### src/rtl/imem_pkg.sv
// Shared types and constants for the instruction memory fetch unit.
// Range checking is enabled by defining IMEM_RANGE_CHECK_EN.
package imem_pkg;

    typedef enum logic [1:0] {
        IDLE = 2'd0,
        LOAD = 2'd1,
        DONE = 2'd2
    } imem_state_t;

    localparam logic [31:0] IMEM_NOP = 32'hE1A0_0000;

    // Word-index width for a memory of the given depth (never below 1 bit).
    function automatic int imem_idx_w(input int depth);
        return (depth > 1) ? $clog2(depth) : 1;
    endfunction

endpackage

### src/rtl/imem_loader.sv
// Program-load FSM: write pointer, overflow detection and load status flags.
// With IMEM_RANGE_CHECK_EN defined, an out-of-range load_base aborts the load.
module imem_loader
    import imem_pkg::*;
#(
    parameter int DEPTH  = 64,
    parameter int ADDR_W = 32,
    localparam int IDX_W = imem_idx_w(DEPTH)
) (
    input  logic              clk,
    input  logic              rst,
    input  logic              load_start,
    input  logic [ADDR_W-1:0] load_base,
    input  logic              load_valid,
    input  logic [31:0]       load_data,
    input  logic              load_last,
    output logic              load_busy,
    output logic              load_done,
    output logic              load_err,
    output logic              wr_en,
    output logic [IDX_W-1:0]  wr_idx,
    output logic [31:0]       wr_data,
    output imem_state_t       state
);

    // The pointer carries one extra bit so it can sit at DEPTH after the last slot.
    localparam int PTR_W = IDX_W + 1;
    localparam logic [PTR_W-1:0] PTR_END = PTR_W'(DEPTH);

    imem_state_t      state_next;
    logic [PTR_W-1:0] ptr, ptr_next;
    logic             err_next;
    logic             base_oob;
    logic [PTR_W-1:0] base_idx;

    assign base_idx = {1'b0, load_base[IDX_W+1:2]};

`ifdef IMEM_RANGE_CHECK_EN
    assign base_oob = (load_base >> 2) >= ADDR_W'(DEPTH);
    wire unused_base = ^load_base[1:0];
`else
    assign base_oob = 1'b0;
    wire unused_base = ^{load_base[ADDR_W-1:IDX_W+2], load_base[1:0]};
`endif

    always_comb begin
        state_next = state;
        ptr_next   = ptr;
        err_next   = load_err;
        wr_en      = 1'b0;
        case (state)
            IDLE: begin
                if (load_start) begin
                    ptr_next   = base_idx;
                    err_next   = base_oob;
                    state_next = base_oob ? DONE : LOAD;
                end
            end
            LOAD: begin
                if (load_valid) begin
                    if (ptr == PTR_END) begin
                        err_next   = 1'b1;
                        state_next = DONE;
                    end else begin
                        wr_en    = 1'b1;
                        ptr_next = ptr + PTR_W'(1);
                        if (load_last) state_next = DONE;
                    end
                end
            end
            DONE:    state_next = IDLE;
            default: state_next = IDLE;
        endcase
    end

    // Status flags are registered from the next state so they line up with it.
    always_ff @(posedge clk or posedge rst) begin
        if (rst) begin
            state     <= IDLE;
            ptr       <= '0;
            load_err  <= 1'b0;
            load_busy <= 1'b0;
            load_done <= 1'b0;
        end else begin
            state     <= state_next;
            ptr       <= ptr_next;
            load_err  <= err_next;
            load_busy <= (state_next == LOAD);
            load_done <= (state_next == DONE);
        end
    end

    assign wr_idx  = ptr[IDX_W-1:0];
    assign wr_data = load_data;

endmodule

### src/rtl/imem_fetch_unit.sv
// Synchronous instruction memory with a registered fetch port and a run-time load port.
// Define IMEM_RANGE_CHECK_EN to fault misaligned or out-of-range fetches instead of wrapping.
module imem_fetch_unit
    import imem_pkg::*;
#(
    parameter int          DEPTH    = 64,
    parameter int          ADDR_W   = 32,
    parameter logic [31:0] NOP_WORD = IMEM_NOP
) (
    input  logic              clk,
    input  logic              rst,
    input  logic              fetch_req,
    input  logic [ADDR_W-1:0] fetch_addr,
    output logic              fetch_ready,
    output logic              inst_valid,
    output logic [31:0]       instruction,
    output logic              fetch_fault,
    input  logic              load_start,
    input  logic [ADDR_W-1:0] load_base,
    input  logic              load_valid,
    input  logic [31:0]       load_data,
    input  logic              load_last,
    output logic              load_busy,
    output logic              load_done,
    output logic              load_err
);

    localparam int IDX_W = imem_idx_w(DEPTH);

    logic [31:0]      mem [DEPTH];
    imem_state_t      state;
    logic             wr_en;
    logic [IDX_W-1:0] wr_idx;
    logic [31:0]      wr_data;
    logic             accept;
    logic             fault;
    logic [IDX_W-1:0] rd_idx;

    imem_loader #(
        .DEPTH  (DEPTH),
        .ADDR_W (ADDR_W)
    ) u_loader (
        .clk        (clk),
        .rst        (rst),
        .load_start (load_start),
        .load_base  (load_base),
        .load_valid (load_valid),
        .load_data  (load_data),
        .load_last  (load_last),
        .load_busy  (load_busy),
        .load_done  (load_done),
        .load_err   (load_err),
        .wr_en      (wr_en),
        .wr_idx     (wr_idx),
        .wr_data    (wr_data),
        .state      (state)
    );

    // A load_start in IDLE takes priority over a simultaneous fetch.
    assign fetch_ready = (state == IDLE) && !load_start;
    assign accept      = fetch_req && fetch_ready;
    assign rd_idx      = fetch_addr[IDX_W+1:2];

`ifdef IMEM_RANGE_CHECK_EN
    assign fault = (fetch_addr[1:0] != 2'b00) || ((fetch_addr >> 2) >= ADDR_W'(DEPTH));
`else
    assign fault = 1'b0;
    wire unused_addr = ^{fetch_addr[ADDR_W-1:IDX_W+2], fetch_addr[1:0]};
`endif

    // Array contents are deliberately not reset so a loaded program survives rst.
    always_ff @(posedge clk) begin
        if (wr_en) mem[wr_idx] <= wr_data;
    end

    always_ff @(posedge clk or posedge rst) begin
        if (rst) begin
            inst_valid  <= 1'b0;
            instruction <= NOP_WORD;
            fetch_fault <= 1'b0;
        end else begin
            inst_valid  <= accept;
            fetch_fault <= accept && fault;
            if (accept) instruction <= fault ? NOP_WORD : mem[rd_idx];
        end
    end

endmodule

### config.mk
export PLATFORM = sky130hd
export DESIGN_NAME = imem_fetch_unit
export DESIGN_NICKNAME = d
export VERILOG_FILES = /design/src/rtl/imem_pkg.sv /design/src/rtl/imem_loader.sv /design/src/rtl/imem_fetch_unit.sv
export SDC_FILE = /design/constraint.sdc
export NUM_CORES = 2
export LEC_CHECK = 0
export CORE_AREA = 2 2 452 454
export CTS_CLUSTER_SIZE = 14
export DETAILED_ROUTE_END_ITERATION = 6
export DIE_AREA = 0 0 454 456
export SLEW_MARGIN = 15
export SYNTH_ARGS = -nofsm -noshare
export SYNTH_HDL_FRONTEND = slang
export SYNTH_HIERARCHICAL = 1
export SYNTH_SLANG_ARGS = --single-unit
### constraint.sdc
create_clock -name clk -period 7.8 [get_ports clk]
set_clock_uncertainty 0.1 [all_clocks]
set_input_delay 1.56 -clock clk [delete_from_list [all_inputs] [get_ports clk]]
set_output_delay 1.56 -clock clk [all_outputs]
set_load 0.05 [all_outputs]
==> results.py <==
metrics = {
    "cts": {
        "ctsHoldBuffers": 0,
        "cts.clk_slew.worst_paths_ns": 0.06,
        "clock_latency_ns": 0.86,
        "cts_resized": 0,
        "root_buffer": "clkbuf_16",
        "clkSinkCount": 2093,
        "tritoncts": "built",
        "post_cts_buffers": 0,
        "cts_inserted_buffers": 208,
        "cts_buffer_depth": 3,
        "cts_max_level": 4,
    },
    "floorplanning": {
        "die_w_um": 454,
        "die_y_um": 456,
        "initial_core_util_pct": 40.0,
        "io_pins": 140,
        "core_area_um2": 202000,
        "core.rowCount": 165,
        "die_area_um2": 207000,
    },
    "finish": {
        "nNetsFinal": 4153,
        "fillerInstances": 16786,
        "layout_common_cells": "2048 x edfxtp_1, 419 x mux2i_1, 320 x mux4_2",
        "final_common_cell": "edfxtp_1",
        "drive_gt1_share_pct": 21.3,
        "syn_to_final_growth_pct": 13.7,
        "stdcell_count": 6898,
    },
    "synthesis": {
        "ys.flop_type": "edfxtp_1",
        "ys.warnings.count": 6,
        "async_flop_share_pct": 2.15,
        "synth_cells": 3872,
        "ys_ff_latch": 2093,
        "syn_area_per_cell_um2": 20.8,
        "syn_nets": 3976,
        "synth.yosys.seq_area_share_pct": 77.7,
        "yosys.area.top_type": "edfxtp_1",
        "synth_edf_count": 2048,
        "synth_area_um2": 80600,
        "synth_top_area_share_pct": 76.3,
        "synth.distinct_cells": 41,
        "synth.area.top_cells": "edfxtp_1 76%, mux4_2 8.9%, mux2i_1 5.2%, a22oi_1 1.5%, dfrtp_1 1.2%",
    },
    "placed_design": {
        "hpwl_mm": 112,
        "dp_slack_ns": 1.93,
        "place_congestion": 0.825,
        "port_buffers": 86,
        "placedCellCount": 6509,
    },
    "power_and_ir_drop": {
        "fin_total_pwr_w": 0.0245,
        "p_per_area_nw_per_um2": 267,
        "leakage_nw": 29.2,
        "irDropWorstVdd_uv": 261,
    },
    "grt": {
        "grt_max_degree": 93,
        "overflow": 0,
        "grt_pass1_vias": 38912,
        "antenna_found_initial": 17,
        "grt_pass1_wl_mm": 288,
        "track_usage_pct": 19.5,
    },
    "sta": {
        "hold_viol": 0,
        "rsz0062_at_grt": "no",
        "relSlewSlack_pct": 14.5,
        "final.setup.tns_ns": 0,
        "max_freq_ghz": 0.200,
        "period_needed_ns": 5.00,
        "maxSlewViolCount": 0,
        "fin_crit_sh_pct": 64.1,
        "fin_ws_ns": 2.80,
        "worstMarginPinSlew_ns": 1.25,
        "setup-violations-final": 0,
        "fin_hold_ws_ns": 0.449,
    },
    "detailed_routing": {
        "dr.pass1.iters": 6,
        "vias": 38861,
        "wl_per_cell_um": 29.6,
        "vias_per_cell": 5.63,
        "drtIter0Drc": 4225,
        "drc_errors": 0,
        "antenna_left": 0,
        "routed_wl_mm": 204,
    },
    "critical_path": {
        "max_stage_delay_ns": 0.96,
        "path_buf_inv": 2,
        "slowest_stage": "nand4_1",
        "path_max_fanout": 22,
        "criticalPathCategory": "input port to flop",
        "path_delay_family": "simple AND/OR/NAND/NOR gates",
        "worstPathCellList": "clkdlybuf4s50_1, nor2b_1, nand2_1, nor2_1, nand4_1, nor2_4, buf_4",
        "worst_ep_required_time_ns": 8.15,
        "cp-end-kind": "flop",
        "worstPathArrival_ns": 5.35,
        "critPathLaunchType": "input port",
    },
    "run": {
        "drv_cap": 0,
    },
    "outcome": {
        "status": "completed",
    },
    "min_path": {
        "hold_class": "flop to flop",
    },
}
-- worst reg2reg max path, cell delays in order (launching register included) --
cell and delay (ns):
dfrtp_1 0.66, inv_1 0.10, ha_1 0.21, and4bb_1 0.32, and2_1 0.24, nor2_1 0.60, nand4_1 0.97, nor2_4 0.85
buf_4 0.48
-- worst paths after layout --
path	from	end	slack [ns]	depth (start not counted)
setup / recovery	load_valid	mem[39][30]	2.80	7
hold / removal	instruction[18]	instruction[18]	0.45	1
setup reg to reg	u_loader/ptr[1]	mem[39][30]	2.84	8
hold reg to reg	instruction[18]	instruction[18]	0.45	1
max in group asynchronous	rst	u_loader/state[1]	6.11	2
min in group asynchronous	rst	u_loader/ptr[1]	1.04	2
-- synthesized netlist by cell type, types with 9 or more instances --
cell       instances
edfxtp_1        2048
mux2i_1          419
mux4_2           320
a22oi_1          160
clkbuf_1         116
buf_2             82
nor2_1            75
nor2b_1           72
a211oi_1          64
nand3_1           42
buf_4             39
dfrtp_1           39
o21ai_0           39
nor3_1            35
o22ai_1           33
a2111oi_0         32
a221o_1           32
a22o_1            32
a31oi_1           32
mux2_2            32
o211ai_1          32
buf_1             20
nand2_1           15
a21oi_1           12
buf_6             11
nand2b_1           9
-- per-stage QoR --
step	utilization, %	area (um2)
6_report	45.5	91700
2_1_floorplan	-	80600
3_3_place_gp	42.2	85100
3_5_place_dp	42.2	85100
4_1_cts	45.4	91600
5_1_grt	45.5	91700
-- registers in the layout, summed over array words and instances (netlist names) --
signal	cells
inst_valid	1
instruction	32
mem	2048
u_loader/load_busy	1
u_loader/load_done	1
u_loader/load_err	1
u_loader/ptr	7
u_loader/state	2
-- cell type report --
class | count | area, um2 | share of cell area, %
Antenna cell | 1 | 2.50 | 0.00273
Clock buffer | 271 | 5530 | 6.04
Clock inverter | 115 | 1030 | 1.12
Inverter | 5 | 18.8 | 0.0205
Multi-Input combinational cell | 1506 | 17100 | 18.7
Sequential cell | 2093 | 62600 | 68.3
Tap cell | 2672 | 3340 | 3.65
Timing Repair Buffer | 235 | 1980 | 2.16
-- routing by layer --
metal	GRT usage [%]	routed length [um]	part of all wire, %	vias up
met4	7.24	7610	3.7	4
met5	0	29	0.014	-
met3	2.89	10700	5.2	313
met2	32.9	103000	51	1226
li1	-	-	-	16554
met1	25.5	82100	40	20764
-- kinds of logic (layout without fill, tap and decap cells) --
| kind of cell | count (synthesis) | after routing | synth area share, % |
|---|---|---|---|
| DFF | 2093 | 2093 | 77.7 |
| and+or+nand+nor | 261 | 261 | 1.64 |
| adders and majority gates | 2 | 2 | 0.0310 |
| buffers and inverters | 273 | 626 | 1.68 |
| muxes | 771 | 771 | 14.6 |
| AOI/OAI and AO/OA | 471 | 471 | 4.34 |
| other | 1 | 2 | 0.00465 |
-- power breakdown --
group	total, W	switching (W)	internal, W	leakage, nW
logic	0.00201	0.00137	0.000633	7.03
clock network	0.00966	0.00423	0.00543	3.20
registers	0.0128	0.000197	0.0126	19.0
No activity file was read; power rests on OpenSTA's default activity.
